--- config.mk ---
export PLATFORM = sky130hd
export DESIGN_NAME = dw_pw_layer_sched
export DESIGN_NICKNAME = d
export VERILOG_FILES = /design/src/rtl/dw_pw_layer_sched_pkg.sv /design/src/rtl/sched_hw_counter.sv /design/src/rtl/dw_pw_layer_sched.sv
export SDC_FILE = /design/constraint.sdc
export NUM_CORES = 1
export LEC_CHECK = 0
export BUFFER_PORTS_ARGS = -buffer_cell sky130_fd_sc_hd__buf_2
export CORE_ASPECT_RATIO = 1.75
export CORE_UTILIZATION = 47
export DETAILED_ROUTE_END_ITERATION = 12
export GPL_TIMING_DRIVEN = 0
export HOLD_SLACK_MARGIN = 0.12
export PLACE_DENSITY_LB_ADDON = 0.25
export SLEW_MARGIN = 20
export SYNTH_ARGS = -nofsm -noshare
export SYNTH_HDL_FRONTEND = slang
export SYNTH_SLANG_ARGS = --single-unit
export TNS_END_PERCENT = 50
--- constraint.sdc ---
create_clock -name clk -period 2.1 [get_ports clk]
set_clock_uncertainty 0.15 [all_clocks]
set_input_delay 0.105 -clock clk [delete_from_list [all_inputs] [get_ports clk]]
set_output_delay 0.105 -clock clk [all_outputs]
set_load 0.05 [all_outputs]
--- src/rtl/dw_pw_layer_sched_pkg.sv ---
// -----------------------------------------------------------------------------
// dw_pw_layer_sched_pkg
// Shared types and constants for the depthwise/pointwise layer scheduler.
//   sched_state_t     : scheduler FSM states
//   CH_W_DEF          : default channel index width
//   HW_W_DEF          : default row/column index width
//   LAYER_W_DEF       : default layer index width
//   LOAD_PULSE_CYCLES : length of the ld_start pulse issued from a LOAD state
// -----------------------------------------------------------------------------
package dw_pw_layer_sched_pkg;

   localparam int CH_W_DEF          = 10;
   localparam int HW_W_DEF          = 7;
   localparam int LAYER_W_DEF       = 5;
   localparam int LOAD_PULSE_CYCLES = 1;

   typedef enum logic [2:0] {
      ST_IDLE    = 3'd0,
      ST_DW_LOAD = 3'd1,
      ST_DW_WAIT = 3'd2,
      ST_DW_RUN  = 3'd3,
      ST_PW_LOAD = 3'd4,
      ST_PW_WAIT = 3'd5,
      ST_PW_RUN  = 3'd6,
      ST_FINISH  = 3'd7
   } sched_state_t;

endpackage

--- src/rtl/sched_hw_counter.sv ---
// -----------------------------------------------------------------------------
// sched_hw_counter
// Nested (ch, h, w) index counter used for every address stream of the
// scheduler. Advances one step per cycle with en=1.
//   CH_FASTEST=1 : ch is the innermost index, then w, then h.
//   CH_FASTEST=0 : w innermost, then h, then ch (ch stays fixed over a plane).
// Ports:
//   clk, rst   : clock, synchronous active-high reset
//   clr        : synchronous clear of all indices
//   en         : advance one step
//   ch, h, w   : current indices
//   ch_last    : ch is at N_CH-1
//   hw_last    : h and w are both at N_HW-1
// -----------------------------------------------------------------------------
module sched_hw_counter
   import dw_pw_layer_sched_pkg::*;
#(
   parameter int CH_W       = CH_W_DEF,
   parameter int HW_W       = HW_W_DEF,
   parameter int N_CH       = 16,
   parameter int N_HW       = 64,
   parameter bit CH_FASTEST = 1'b1
) (
   input  logic            clk,
   input  logic            rst,
   input  logic            clr,
   input  logic            en,
   output logic [CH_W-1:0] ch,
   output logic [HW_W-1:0] h,
   output logic [HW_W-1:0] w,
   output logic            ch_last,
   output logic            hw_last
);

   if (N_CH < 1 || N_CH > (1 << CH_W)) begin : g_chk_ch
      $error("sched_hw_counter: CH_W too narrow for N_CH");
   end
   if (N_HW < 1 || N_HW > (1 << HW_W)) begin : g_chk_hw
      $error("sched_hw_counter: HW_W too narrow for N_HW");
   end

   logic            h_last;
   logic            w_last;
   logic [CH_W-1:0] ch_step;
   logic [HW_W-1:0] h_step;
   logic [HW_W-1:0] w_step;

   assign ch_last = (ch == CH_W'(N_CH - 1));
   assign h_last  = (h == HW_W'(N_HW - 1));
   assign w_last  = (w == HW_W'(N_HW - 1));
   assign hw_last = h_last & w_last;

   assign ch_step = ch_last ? '0 : ch + CH_W'(1);
   assign h_step  = h_last  ? '0 : h + HW_W'(1);
   assign w_step  = w_last  ? '0 : w + HW_W'(1);

   // NOTE: sequential state uses non-blocking assignments so every register
   // samples pre-edge values regardless of statement order.
   always_ff @(posedge clk) begin
      if (rst || clr) begin
         ch <= '0;
         h  <= '0;
         w  <= '0;
      end else if (en) begin
         if (CH_FASTEST) begin
            ch <= ch_step;
            if (ch_last) begin
               w <= w_step;
               if (w_last) h <= h_step;
            end
         end else begin
            w <= w_step;
            if (w_last) begin
               h <= h_step;
               if (h_last) ch <= ch_step;
            end
         end
      end
   end

endmodule

--- src/rtl/dw_pw_layer_sched.sv ---
// -----------------------------------------------------------------------------
// dw_pw_layer_sched
// Sequencing controller for one depthwise-3x3 + pointwise-1x1 layer pair.
// Depthwise phase: per channel, load weights/bias, then stream relu33 results
// into the intermediate buffer (row-major per channel). Pointwise phase: per
// output channel, load weights/bias, issue intermediate reads (input channel
// fastest), and write each accumulated result row-major to the output.
//
// Ports:
//   clk, rst                  : clock, synchronous active-high reset
//   start / busy / done       : layer handshake (done is a 1-cycle pulse)
//   ld_start, ld_layer,
//   ld_in_ch, ld_out_ch,
//   ld_done                   : weight + bias/scale load handshake
//   dw_run, dw_res_valid,
//   dw_res_ready              : depthwise stream control
//   fmw_en, fmw_ch/h/w        : intermediate buffer write
//   pw_rd_valid/ready,
//   pw_rd_ch/h/w              : intermediate buffer read requests
//   pw_res_valid/ready        : pointwise result handshake
//   pw_wr_en, pw_wr_ch/h/w    : output feature-map write
//   stall_cnt                 : only with DW_PW_SCHED_PERF_EN defined; counts
//                               load-wait cycles and stalled read cycles
// -----------------------------------------------------------------------------
module dw_pw_layer_sched
   import dw_pw_layer_sched_pkg::*;
#(
   parameter int LAYER_DW_NUM = 1,
   parameter int LAYER_PW_NUM = 2,
   parameter int DW_CH        = 16,
   parameter int DW_OUT_HW    = 64,
   parameter int PW_IN_CH     = 16,
   parameter int PW_OUT_CH    = 32,
   parameter int CH_W         = CH_W_DEF,
   parameter int HW_W         = HW_W_DEF,
   parameter int LAYER_W      = LAYER_W_DEF
) (
   input  logic               clk,
   input  logic               rst,
   input  logic               start,
   output logic               busy,
   output logic               done,
   output logic               ld_start,
   output logic [LAYER_W-1:0] ld_layer,
   output logic [CH_W-1:0]    ld_in_ch,
   output logic [CH_W-1:0]    ld_out_ch,
   input  logic               ld_done,
   output logic               dw_run,
   input  logic               dw_res_valid,
   output logic               dw_res_ready,
   output logic               fmw_en,
   output logic [CH_W-1:0]    fmw_ch,
   output logic [HW_W-1:0]    fmw_h,
   output logic [HW_W-1:0]    fmw_w,
   output logic               pw_rd_valid,
   input  logic               pw_rd_ready,
   output logic [CH_W-1:0]    pw_rd_ch,
   output logic [HW_W-1:0]    pw_rd_h,
   output logic [HW_W-1:0]    pw_rd_w,
   input  logic               pw_res_valid,
   output logic               pw_res_ready,
   output logic               pw_wr_en,
   output logic [CH_W-1:0]    pw_wr_ch,
   output logic [HW_W-1:0]    pw_wr_h,
   output logic [HW_W-1:0]    pw_wr_w
`ifdef DW_PW_SCHED_PERF_EN
   ,output logic [31:0]       stall_cnt
`endif
);

   // Elaboration-time sanity checks on the configuration.
   if (PW_IN_CH != DW_CH) begin : g_chk_ch_eq
      $error("dw_pw_layer_sched: PW_IN_CH must equal DW_CH");
   end
   if (DW_CH > (1 << CH_W) || PW_OUT_CH > (1 << CH_W)) begin : g_chk_ch_w
      $error("dw_pw_layer_sched: CH_W too narrow for channel counts");
   end
   if (DW_OUT_HW > (1 << HW_W)) begin : g_chk_hw_w
      $error("dw_pw_layer_sched: HW_W too narrow for DW_OUT_HW");
   end
   if (LAYER_DW_NUM >= (1 << LAYER_W) || LAYER_PW_NUM >= (1 << LAYER_W)) begin : g_chk_layer_w
      $error("dw_pw_layer_sched: LAYER_W too narrow for layer numbers");
   end
   // The LOAD states are single-cycle, which only produces the intended pulse
   // length when it is one cycle.
   if (LOAD_PULSE_CYCLES != 1) begin : g_chk_pulse
      $error("dw_pw_layer_sched: LOAD states emit a single-cycle ld_start");
   end

   sched_state_t state;
   sched_state_t state_nxt;

   logic start_acc;
   logic dw_beat;
   logic rd_beat;
   logic res_beat;
   logic rd_issued;   // all reads for the current output channel are issued

   logic [CH_W-1:0] dw_c;
   logic [CH_W-1:0] oc;
   logic dw_ch_last, dw_hw_last;
   logic rd_ch_last, rd_hw_last;
   logic res_ch_last, res_hw_last;

   // ---------------------------------------------------------------------------
   // Handshakes and status, decoded from the registered state
   // ---------------------------------------------------------------------------
   assign start_acc    = (state == ST_IDLE) & start;
   assign busy         = (state != ST_IDLE) & (state != ST_FINISH);
   assign done         = (state == ST_FINISH);

   assign dw_run       = (state == ST_DW_RUN);
   assign dw_res_ready = dw_run;
   assign dw_beat      = dw_res_valid & dw_res_ready;
   assign fmw_en       = dw_beat;
   assign fmw_ch       = dw_c;

   assign pw_rd_valid  = (state == ST_PW_RUN) & ~rd_issued;
   assign rd_beat      = pw_rd_valid & pw_rd_ready;

   assign pw_res_ready = (state == ST_PW_RUN);
   assign res_beat     = pw_res_valid & pw_res_ready;
   assign pw_wr_en     = res_beat;
   assign pw_wr_ch     = oc;

   // ---------------------------------------------------------------------------
   // Address streams
   // ---------------------------------------------------------------------------
   // Depthwise write: channel held over a whole plane, then advances.
   sched_hw_counter #(
      .CH_W(CH_W), .HW_W(HW_W), .N_CH(DW_CH), .N_HW(DW_OUT_HW), .CH_FASTEST(1'b0)
   ) u_dw_wr (
      .clk(clk), .rst(rst), .clr(start_acc), .en(dw_beat),
      .ch(dw_c), .h(fmw_h), .w(fmw_w),
      .ch_last(dw_ch_last), .hw_last(dw_hw_last)
   );

   // Pointwise read: input channel fastest so the adder tree sees one pixel's
   // channels back to back. Restarted at every output-channel load.
   sched_hw_counter #(
      .CH_W(CH_W), .HW_W(HW_W), .N_CH(PW_IN_CH), .N_HW(DW_OUT_HW), .CH_FASTEST(1'b1)
   ) u_pw_rd (
      .clk(clk), .rst(rst), .clr(start_acc | (state == ST_PW_LOAD)), .en(rd_beat),
      .ch(pw_rd_ch), .h(pw_rd_h), .w(pw_rd_w),
      .ch_last(rd_ch_last), .hw_last(rd_hw_last)
   );

   // Pointwise result: its channel index is the current output channel.
   sched_hw_counter #(
      .CH_W(CH_W), .HW_W(HW_W), .N_CH(PW_OUT_CH), .N_HW(DW_OUT_HW), .CH_FASTEST(1'b0)
   ) u_pw_wr (
      .clk(clk), .rst(rst), .clr(start_acc), .en(res_beat),
      .ch(oc), .h(pw_wr_h), .w(pw_wr_w),
      .ch_last(res_ch_last), .hw_last(res_hw_last)
   );

   // ---------------------------------------------------------------------------
   // FSM
   // ---------------------------------------------------------------------------
   always_ff @(posedge clk) begin
      if (rst) begin
         state     <= ST_IDLE;
         rd_issued <= 1'b0;
      end else begin
         state <= state_nxt;
         if (state != ST_PW_RUN) begin
            rd_issued <= 1'b0;
         end else if (rd_beat && rd_ch_last && rd_hw_last) begin
            rd_issued <= 1'b1;
         end
      end
   end

   // NOTE: every signal driven here is given a default first, so no path
   // through the case leaves it unassigned and no latch is inferred.
   always_comb begin
      state_nxt = state;
      ld_start  = 1'b0;
      ld_layer  = '0;
      ld_in_ch  = '0;
      ld_out_ch = '0;

      unique case (state)
         ST_IDLE: begin
            if (start) state_nxt = ST_DW_LOAD;
         end

         ST_DW_LOAD: begin
            ld_start  = 1'b1;
            ld_layer  = LAYER_W'(LAYER_DW_NUM);
            ld_in_ch  = dw_c;
            ld_out_ch = dw_c;
            // A load that completes in the request cycle skips the wait.
            state_nxt = ld_done ? ST_DW_RUN : ST_DW_WAIT;
         end

         ST_DW_WAIT: begin
            ld_layer  = LAYER_W'(LAYER_DW_NUM);
            ld_in_ch  = dw_c;
            ld_out_ch = dw_c;
            if (ld_done) state_nxt = ST_DW_RUN;
         end

         ST_DW_RUN: begin
            if (dw_beat && dw_hw_last) begin
               state_nxt = dw_ch_last ? ST_PW_LOAD : ST_DW_LOAD;
            end
         end

         ST_PW_LOAD: begin
            ld_start  = 1'b1;
            ld_layer  = LAYER_W'(LAYER_PW_NUM);
            ld_out_ch = oc;
            state_nxt = ld_done ? ST_PW_RUN : ST_PW_WAIT;
         end

         ST_PW_WAIT: begin
            ld_layer  = LAYER_W'(LAYER_PW_NUM);
            ld_out_ch = oc;
            if (ld_done) state_nxt = ST_PW_RUN;
         end

         ST_PW_RUN: begin
            // The plane is complete once its last result is written, which
            // is necessarily after its last read was issued.
            if (res_beat && res_hw_last) begin
               state_nxt = res_ch_last ? ST_FINISH : ST_PW_LOAD;
            end
         end

         ST_FINISH: begin
            state_nxt = ST_IDLE;
         end

         default: begin
            state_nxt = ST_IDLE;
         end
      endcase
   end

`ifdef DW_PW_SCHED_PERF_EN
   // ---------------------------------------------------------------------------
   // Stall counter: load-wait cycles plus read requests blocked by the buffer.
   // ---------------------------------------------------------------------------
   logic stall_inc;

   assign stall_inc = (state == ST_DW_WAIT) | (state == ST_PW_WAIT) |
                      (pw_rd_valid & ~pw_rd_ready);

   always_ff @(posedge clk) begin
      if (rst) begin
         stall_cnt <= '0;
      end else if (start_acc) begin
         stall_cnt <= '0;
      end else if (stall_inc && (stall_cnt != '1)) begin
         stall_cnt <= stall_cnt + 32'd1;
      end
   end
`endif

endmodule

# Word level (Yosys, flattened, before mapping)
# Index checks and enable logic that the tools add are counted.
# totals
wordCells	96
reg_bits	76
ramBits	0
out_inout_bits	106
n_memories	0
in_bits	7
rom_bits	0
latchBits	0
# classes
div	0
shift	0
eq_ne	23
bitwise	11
n_lt_le_gt_ge	0
muxes	23
addsub	9
n_reduce_logical	19
n_mul	0
# ops
cell	count
adder 7 x 1 -> 7 bit (second input constant)	6
equality test 7 x 6 -> 1 bit (second input constant)	6
two-way mux 7 bit	6
two-way mux 10 bit	4
adder 10 x 1 -> 10 bit (second input constant)	3
one-hot mux 3 bit (8 select lines)	1
equality test 10 x 4 -> 1 bit (second input constant)	2
one-hot mux 10 bit (2 select lines)	1
two-way mux 3 bit	6
equality test 3 bit (second input constant)	4
equality test 10 x 5 -> 1 bit (second input constant)	1
AND 1 bit	9
AND reduction 3 bit	3
OR reduction 2 bit	4
equality test 3 x 2 -> 1 bit (second input constant)	2
!= test 2 bit (second input constant)	3
!= test 3 bit (second input constant)	2
AND reduction 2 bit	3
AND reduction 5 bit	1
logical AND 1 bit	4
two-way mux 2 bit	2
!= test 2 x 1 -> 1 bit (second input constant)	2
one-hot mux 2 bit (2 select lines)	1
equality test 3 x 1 -> 1 bit (second input constant)	1
other kinds (6)	8

# Depth between registers and ports, before layout
# Gate-level depths: netlist (run 1).
# logic_depth
ltp_word	5
depth_mapped	9
mapped_depth_nobuf	6

# Cells and area by module
# A second synthesis (run 1) with hierarchy kept.
# unflattened
hier_cells	494
area_unflattened_um2	4038.9
# by_module_without_submodules
mod	instances	area_per_inst_um2	cells_each	seq_area_each_um2
sched_hw_counter (u_dw_wr)	1	1199.9	142	480.5
sched_hw_counter (u_pw_wr)	1	1161.1	139	480.5
sched_hw_counter (u_pw_rd)	1	1121.1	132	480.5
dw_pw_layer_sched	1	556.8	81	80.1

# Least setup slack after synthesis (run 1)
# No wires, ideal clock.
# synth_path
kind	register to output
start	register state[2]
end	output ld_out_ch[0]
stages_incl_launch_ff	6
slack_ps	-592
n_path_buf	2
t_required_ps	1845
t_arrival_ps	2437
path_cell_list	dfxtp_1 > buf_2 > buf_1 > nor2_1 > and2_1 > a21o_1
# synth_between
elab_chain_cells	3
word_cells_on_any_way	7
classes_between	eq/ne (4); mux (1); reduce/logical (2)
# synth_rtl
item	line_no	rtl
from (decl)	dw_pw_layer_sched.sv:90	sched_state_t state;
from (signal assigned)	dw_pw_layer_sched.sv:165	state <= state_nxt;
equality test 3 bit, or another cell as far along	dw_pw_layer_sched.sv:183	unique case (state)
OR reduction 2 bit (no source line)	--	
one-hot mux 10 bit (2 select lines) *	dw_pw_layer_sched.sv:183	
to (decl)	dw_pw_layer_sched.sv:46	output logic [CH_W-1:0] ld_out_ch,
# Mark *: on every way between the ends. The rest lies on a longest branch, timed or not.

# Final worst setup path (run 1)
# layout_path
start	register state[1]
end	output ld_out_ch[7]
# The elaborated chain is that of the path after synthesis.

==> out/qor_table.md, run 1 <==
| Metric | Reported | Unit |
| --- | --- | --- |
| Number of buffers and inverters on the critical path | 3 | - |
| Start point of the critical path | state[1] | - |
| Clk_lat worst skew | 340 | ps |
| Cells traversed along the worst timing path | clkbuf_1 > nor2_1 > clkbuf_2 > a21o_1 > buf_2 | - |
| Rows | 44 | - |
| Antenna fix cells | 0 | - |
| DRC violation count after routing | 7 | - |
| Root cell of the clock tree | clkbuf_16 | - |
| Mux contribution to synthesized area | 0.0130 | - |
| FFs w/ async S/R, synth | 0 | - |
| Average wire length per cell after detail routing | 15.5 | um |
| Peak Freq | 474 | MHz |
| Fin crit period | 2110 | ps |
| Drt total wl | 11000 | um |
| Data required time at the worst endpoint | 1850 | ps |
| Normalized max-slew margin | 0.606 | - |
| Xor and xnor area share after synthesis | 0.0907 | - |
| Crit-path leading delay family | buffers and inverters | - |
| Worst vdd rail ir drop | 0.628 | mV |
| TritonCTS clock tree | done | - |
| Cell-internal power | 2.68 | mW |
| Count of cells along the worst hold path | 5 | - |
| Number of synthesized flops with an enable pin | 0 | - |
| Clock H-tree levels | 3 | - |
| Data arrival time of the worst path | 1860 | ps |
| Transition at the pin with the smallest max-transition slack | 590 | ps |
| Endpoints failing setup | 1 | - |
| Total cell area at the placement stage | 0.00470 | mm^2 |
| Count of antenna-violating nets left after detailed routing | 0 | - |
| Complex-gate fraction of the synthesized area | 0.115 | - |
| Clk slew on worst S/H paths | 60 | ps |
| Number of max-cap violations | 0 | - |
| Leak | 2.41 | nW |
| Number of global-route vias before repair | 3669 | - |
| Initial antenna violation count | 0 | - |
| Maximum number of pins on one net before global-route repair | 13 | - |
| Biggest cell delay along the critical path | 410 | ps |
| Width of the chip | 71.4 | um |
| Worst-case setup margin in the final layout | -10.0 | ps |
| Setup repair after global routing missed its margin | true | - |
| Die outline area | 0.00881 | mm^2 |
| Global-route wire length before repair | 17200 | um |
| Startpoint-to-endpoint class of the critical path | flop to primary output | - |
| Final hold vios | 0 | - |
| Simple-gate area share of the yosys netlist | 0.327 | - |
| Area added between synthesis and finish | 32.6 | % |
| Worst reg2reg startpoint | state[0] | - |
| Seq/Total Area, Yosys | 0.384 | - |
| Netlist Area Pre-Place | 0.00396 | mm^2 |
| Total global routing track utilization | 0.252 | - |
| Sum of overflow across all layers after global routing | 0 | - |
| Path category of the worst min-delay check | primary input to flop | - |
| Portion of total power attributed to combinational logic | 0.226 | - |
| Synthesized netlist cell count | 477 | - |
| Proportion of total power due to net switching | 0.321 | - |
| Core area | 0.00820 | mm^2 |
| Final weighted congestion in routability-driven placement | 0.833 | - |
| Final Max Tran Viols | 0 | - |
| Count of input and output buffers | 109 | - |
| Commonest register cell after synthesis | dfxtp_1 | - |
| Final net count | 630 | - |
| Maximum fanout along the worst path | 10 | - |
| Initial Utilization | 0.483 | - |
| Avg Vias per Cell | 5.69 | - |
| Via total after detailed routing | 4045 | - |
| Power spent charging and discharging nets | 1.27 | mW |
| Cell count of the worst reg-to-reg path | 8 | - |
| Placed Cells incl. Taps | 680 | - |
| TritonCTS Buffers | 9 | - |
| Mean instance size in the synthesized netlist | 8.30 | um^2 |
| Clock network power share | 0.396 | - |
| Final total power | 3.95 | mW |
| Final period util | 1.00 | - |
| Number of buffers on the longest clock path | 2 | - |
| Failing checks | DRC, setup timing | - |
| Number of storage elements in the synthesis netlist | 76 | - |
| Drt pass-1 iters | 9 | - |
| Count of pins on the block boundary | 113 | - |
| Kind of start point of the critical path | flop | - |
| Filler-free cell count of the finished design | 711 | - |
| Die Y | 123 | um |
| Post-DP HPWL | 7910 | um |
| Cell at the slowest stage of the critical path | dfxtp_2 | - |
| Power density cells | 753 | mW/mm^2 |
| Post-route standard cell area excluding fillers | 0.00525 | mm^2 |
| Combinational family with the most area after synthesis | simple AND/OR/NAND/NOR gates | - |
| Iteration-0 DRC count of the detailed router | 165 | - |
| Fill cell count | 710 | - |
| Status | finished, violations left | - |
| Fraction of final layout cells with drive strength greater than 1 | 0.352 | - |
| Capturing element type of the critical path | primary output | - |
| Crit. path cell count | 5 | - |
| Adder and majority cell fraction of the synthesized area | 0.0284 | - |
| Register-to-Register Setup Slack | 0 | ps |
| Number of clock sinks | 76 | - |
| Power share of the sequential group | 0.377 | - |
| Number of distinct library cell variants in the gate-level netlist after synthesis | 55 | - |
| Critical path capture point | ld_out_ch[7] | - |
| Worst slack at placement | -169 | ps |
| Synthesis Warnings | 0 | - |
| Terminus of the critical flop-to-flop path | u_pw_rd.h[5] | - |
state kept, by name (all words and copies together), names as in the netlist:
signal	flops
rd_issued	1
state	3
u_dw_wr.ch	10
u_dw_wr.h	7
u_dw_wr.w	7
u_pw_rd.ch	10
u_pw_rd.h	7
u_pw_rd.w	7
u_pw_wr.ch	10
u_pw_wr.h	7
u_pw_wr.w	7
worst min-delay path by stage:
stage          slack (ps)         start      endpoint
2_1_floorplan         180  dw_res_valid  u_dw_wr.w[1]
3_3_place_gp          280  u_pw_rd.w[6]  u_pw_rd.w[6]
3_5_place_dp          280  u_pw_rd.w[6]  u_pw_rd.w[6]
4_1_cts               130       ld_done      state[1]
5_1_grt               220       ld_done      state[1]
6_report              160       ld_done      state[1]
cell usage after synthesis, drive strengths merged, types with 4 or more instances:
cell / count / area share
and2: 14 / 0.022
nor4: 12 / 0.022
a31oi: 6 / 0.0095
or4: 6 / 0.011
xor2: 21 / 0.046
nor3b: 4 / 0.0076
dfxtp: 76 / 0.38
nand3: 20 / 0.025
nand4b: 6 / 0.017
ha: 9 / 0.028
clkbuf: 14 / 0.013
nor2b: 5 / 0.0079
nor3: 14 / 0.021
and3: 9 / 0.014
or3: 7 / 0.011
buf: 11 / 0.018
inv: 8 / 0.0076
mux2i: 4 / 0.010
nand2b: 4 / 0.0063
nand3b: 5 / 0.0095
nor2: 58 / 0.055
xnor2: 20 / 0.044
nand2: 45 / 0.043
o21ai: 14 / 0.018
a21o: 10 / 0.019
nand4: 18 / 0.030
a21oi: 28 / 0.035
power by group through the flow:
stage          clock network, mW  registers [mW]  logic [mW]
6_report                    1.57            1.49       0.895
5_1_grt                     1.64            1.49       0.959
4_1_cts                     1.59            1.49       0.880
3_5_place_dp                   0            1.52       0.838
3_3_place_gp                   0            1.51       0.825
2_1_floorplan                  0            1.52       0.640
cell families (layout without fill, tap and decap cells):
logic type / count (synthesis) / after routing
compound gates: 73 / 73
xor+xnor: 41 / 41
fa+ha+maj: 9 / 9
buf+inv: 34 / 174
flops: 76 / 76
mux: 5 / 5
other cells: 1 / 3
simple gates: 238 / 238
worst min-delay path, stage by stage:
cell,delay (ps)
buf_2,120
a21oi_1,150
nor3_1,60
nor2_1,90
mux2i_1,70
cell usage in the layout (no fill, tap or decap), types with 17 or more instances in the layout:
master	n
a21oi_1	27
dfxtp_1	45
dfxtp_2	27
xnor2_1	19
nand4_1	17
xor2_1	21
buf_2	112
buf_4	18
nand3_1	20
nor2_1	57
nand2_1	42
layout make-up:
class	count	area [um^2]	share of cell area
plain buffers	24	140	0.0267
clock buffers	14	295	0.0563
clock inverters	2	13.8	0.00262
inverters	9	36.3	0.00691
multi-input cells	369	2400	0.458
flip-flops and latches	76	1570	0.299
well taps	92	115	0.0219
repair buffers	125	673	0.128
layer usage:
metal / share of wire / routed length [um] / GRT usage
met1: 0.41 / 4510 / 0.278
met2: 0.52 / 5660 / 0.456
met3: 0.046 / 509 / 0.0505
met4: 0.027 / 302 / 0.123
met5: 0 / 0 / 0
repair_timing:
item | CTS | global route
endpoints found under the setup margin | 37 | 45
pin swaps | 2 | 3
hold endpoints to repair | 6 | 0
buffers inserted | 9 | 4
hold buffers | 3 | 0
resized for setup | 17 | 13
metrics by stage:
step	hold WS, ps	utilization	setup TNS (ps)
detailed placement	280	0.574	-2730
CTS	127	0.631	0
global route	216	0.640	-1410
finish	155	0.640	-10.0
floorplan	183	-	-660
global placement	281	0.574	-1950
No activity file was read; power rests on OpenSTA's default activity.
==> run 2: changes to the inputs <==
--- a/config.mk
+++ b/config.mk
@@ -7,7 +7,8 @@
 export LEC_CHECK = 0
 export BUFFER_PORTS_ARGS = -buffer_cell sky130_fd_sc_hd__buf_2
 export CORE_ASPECT_RATIO = 1.75
-export CORE_UTILIZATION = 47
+export CORE_UTILIZATION = 49
+export CTS_BUF_LIST = sky130_fd_sc_hd__clkbuf_4 sky130_fd_sc_hd__clkbuf_8
 export DETAILED_ROUTE_END_ITERATION = 12
 export GPL_TIMING_DRIVEN = 0
 export HOLD_SLACK_MARGIN = 0.12
==> out/qor_table.md, run 2 (synthesis gave the netlist of run 1 again) <==
| Metric | Reported | Unit | Delta |
| --- | --- | --- | --- |
| Kind of start point of the critical path | flop | - |  |
| Registers with the highest flip-flop counts | u_dw_wr.ch (10), u_pw_rd.ch (10), u_pw_wr.ch (10) | - |  |
| Clk slew on worst S/H paths | 80 | ps | +20 ps |
| Start point of the critical path | u_dw_wr.ch[5] | - |  |
| Avg Vias per Cell | 5.74 | - | +0.95% |
| Final hold vios | 0 | - | unchanged |
| Cells traversed along the worst timing path | or4_4 > nor4_4 > buf_4 > nor2b_1 > o21ai_1 > a21oi_2 | - |  |
| Number of max-cap violations | 0 | - | unchanged |
| TritonCTS clock tree | done | - |  |
| Number of clock sinks | 76 | - | unchanged |
| Final weighted congestion in routability-driven placement | 0.857 | - | +2.9% |
| Data required time at the worst endpoint | 2190 | ps | +340 ps |
| Initial Utilization | 0.504 | - | +0.0214 |
| Setup repair after global routing missed its margin | true | - |  |
| Count of input and output buffers | 109 | - | unchanged |
| Worst reg2reg startpoint | u_dw_wr.ch[5] | - |  |
| Antenna fix cells | 0 | - | unchanged |
| Register-to-Register Setup Slack | 3 | ps | about the same |
| Count of pins on the block boundary | 113 | - | unchanged |
| Worst vdd rail ir drop | 0.573 | mV | -8.8% |
| Global-route wire length before repair | 17700 | um | +3.0% |
| Final Max Tran Viols | 0 | - | unchanged |
| Fraction of final layout cells with drive strength greater than 1 | 0.372 | - | +0.0194 |
| Die Y | 121 | um | -2.0% |
| Iteration-0 DRC count of the detailed router | 231 | - | +40% |
| Critical path capture point | u_dw_wr.ch[3] | - |  |
| Power density cells | 685 | mW/mm^2 | -9.0% |
| Fin crit period | 2100 | ps | -13.2 ps |
| Most common cell after layout, fill and taps aside | buf_2 | - |  |
| Total global routing track utilization | 0.265 | - | +0.0124 |
| Leak | 2.42 | nW | +0.14% |
| Count of antenna-violating nets left after detailed routing | 0 | - | unchanged |
| Normalized max-slew margin | 0.576 | - | -0.0295 |
| Clk_lat worst skew | 350 | ps | about the same |
| Initial antenna violation count | 0 | - | unchanged |
| Die outline area | 0.00846 | mm^2 | -4.0% |
| Fill cell count | 672 | - | -5.4% |
| TritonCTS Buffers | 9 | - | unchanged |
| Drt pass-1 iters | 4 | - | -5 |
| Root cell of the clock tree | clkbuf_8 | - |  |
| Post-DP HPWL | 8040 | um | +1.7% |
| Rows | 43 | - | -2.3% |
| GR met1 Demand/Resource | 0.291 | - | +0.0138 |
| Post-route standard cell area excluding fillers | 0.00523 | mm^2 | -0.41% |
| Average wire length per cell after detail routing | 15.8 | um | +2.2% |
| Status | completed | - |  |
| Terminus of the critical flop-to-flop path | u_dw_wr.ch[3] | - |  |
| DRC violation count after routing | 0 | - | -7 |
| Data arrival time of the worst path | 2180 | ps | +320 ps |
| Commonest cells after routing, fill and taps aside | 110 x buf_2, 56 x nor2_1, 42 x nand2_1, 42 x dfxtp_1, 28 x dfxtp_2 | - |  |
| Via total after detailed routing | 4072 | - | +0.67% |
| Endpoints failing setup | 0 | - | -1 |
| Total cell area at the placement stage | 0.00470 | mm^2 | about the same |
| Area added between synthesis and finish | 32.0 | % |  |
| Number of buffers on the longest clock path | 2 | - | unchanged |
| Cell at the slowest stage of the critical path | or4_4 | - |  |
| Startpoint-to-endpoint class of the critical path | flop to flop | - |  |
| Number of global-route vias before repair | 3773 | - | +2.8% |
| Sum of overflow across all layers after global routing | 0 | - | unchanged |
| Met2 track demand over resource in global routing | 0.482 | - | +0.0260 |
| Final net count | 631 | - | +0.16% |
| Core occupancy in the finished layout | 0.665 | - | +0.0256 |
| Peak Freq | 477 | MHz | +0.63% |
| Met3 Use GR | 0.0457 | - | -0.00485 |
| Maximum number of pins on one net before global-route repair | 13 | - | unchanged |
| Crit-path leading delay family | simple AND/OR/NAND/NOR gates | - |  |
| Maximum fanout along the worst path | 8 | - | -2 |
| Biggest cell delay along the critical path | 550 | ps | +140 ps |
| Clock H-tree levels | 3 | - | unchanged |
| Hold slack | 171 | ps | +15.6 ps |
| Path category of the worst min-delay check | primary input to flop | - |  |
| Capturing element type of the critical path | flop | - |  |
| Core area | 0.00786 | mm^2 | -4.2% |
| Final period util | 0.998 | - | -0.00628 |
| Width of the chip | 69.9 | um | -2.0% |
| GR peak layer | met2 | - |  |
| Drt total wl | 11200 | um | +1.9% |
| Number of buffers and inverters on the critical path | 1 | - | -2 |
| Cell count of the worst reg-to-reg path | 6 | - | -2 |
| Crit. path cell count | 6 | - | +1 |
| Transition at the pin with the smallest max-transition slack | 634 | ps | +44.1 ps |
## run 2: stage by stage
stage          TNS, ps  worst slack (ps)  instances  power [mW]
5_1_grt           -296             -57.1        709        3.72
3_5_place_dp     -2330              -160        678        2.35
4_1_cts           -159             -70.0        698        3.57
3_3_place_gp     -1910              -143        678        2.34
2_1_floorplan     -660              -132        479        2.16
6_report             0              3.17        709        3.58
## run 2: worst min path at each step
stage	slack, ps	start	to	cells past startpoint
floorplan	180	dw_res_valid	u_dw_wr.w[1]	3
global placement	280	u_pw_rd.w[6]	u_pw_rd.w[6]	2
detailed placement	290	u_pw_rd.w[6]	u_pw_rd.w[6]	2
CTS	120	rst	rd_issued	3
global route	190	start	u_dw_wr.w[6]	4
finish	170	start	u_dw_wr.w[6]	4
## run 2: area by class of cell
type | count | area (um^2) | share of cell area
Timing Repair Buffer | 128 | 698 | 0.134
Sequential cell | 76 | 1580 | 0.302
Clock inverter | 3 | 43.8 | 0.00838
Inverter | 9 | 36.3 | 0.00694
Clock buffer | 12 | 165 | 0.0316
Buffer | 22 | 139 | 0.0266
Multi-Input combinational cell | 369 | 2450 | 0.469
Tap cell | 90 | 113 | 0.0215
## run 2: layer usage
layer	share of wire	routed length (um)
met5	0	0
met4	0.022	250
met3	0.054	605
met2	0.53	5960
met1	0.39	4390
## run 2: power breakdown
group	switching [mW]	leakage, nW	internal [mW]
clock network	0.537	0.105	0.641
logic	0.636	1.68	0.249
registers	0.0505	0.631	1.46
## run 2: worst register-to-register path: cells and delay by family, from the launching register on
kind                   cells  cell delay [ps]
and+or+nand+nor            3              990
AOI/OAI and AO/OA          2              270
DFF                        1              370
buffers and inverters      1              190
## run 2: repair_timing
action / in CTS / in global routing
pin swaps: 4 / 7
buffers inserted: 1 / 14
hold endpoints to repair: 9 / 0
setup endpoints to repair: 44 / 71
hold buffers: 4 / 0
gates resized for setup: 21 / 37
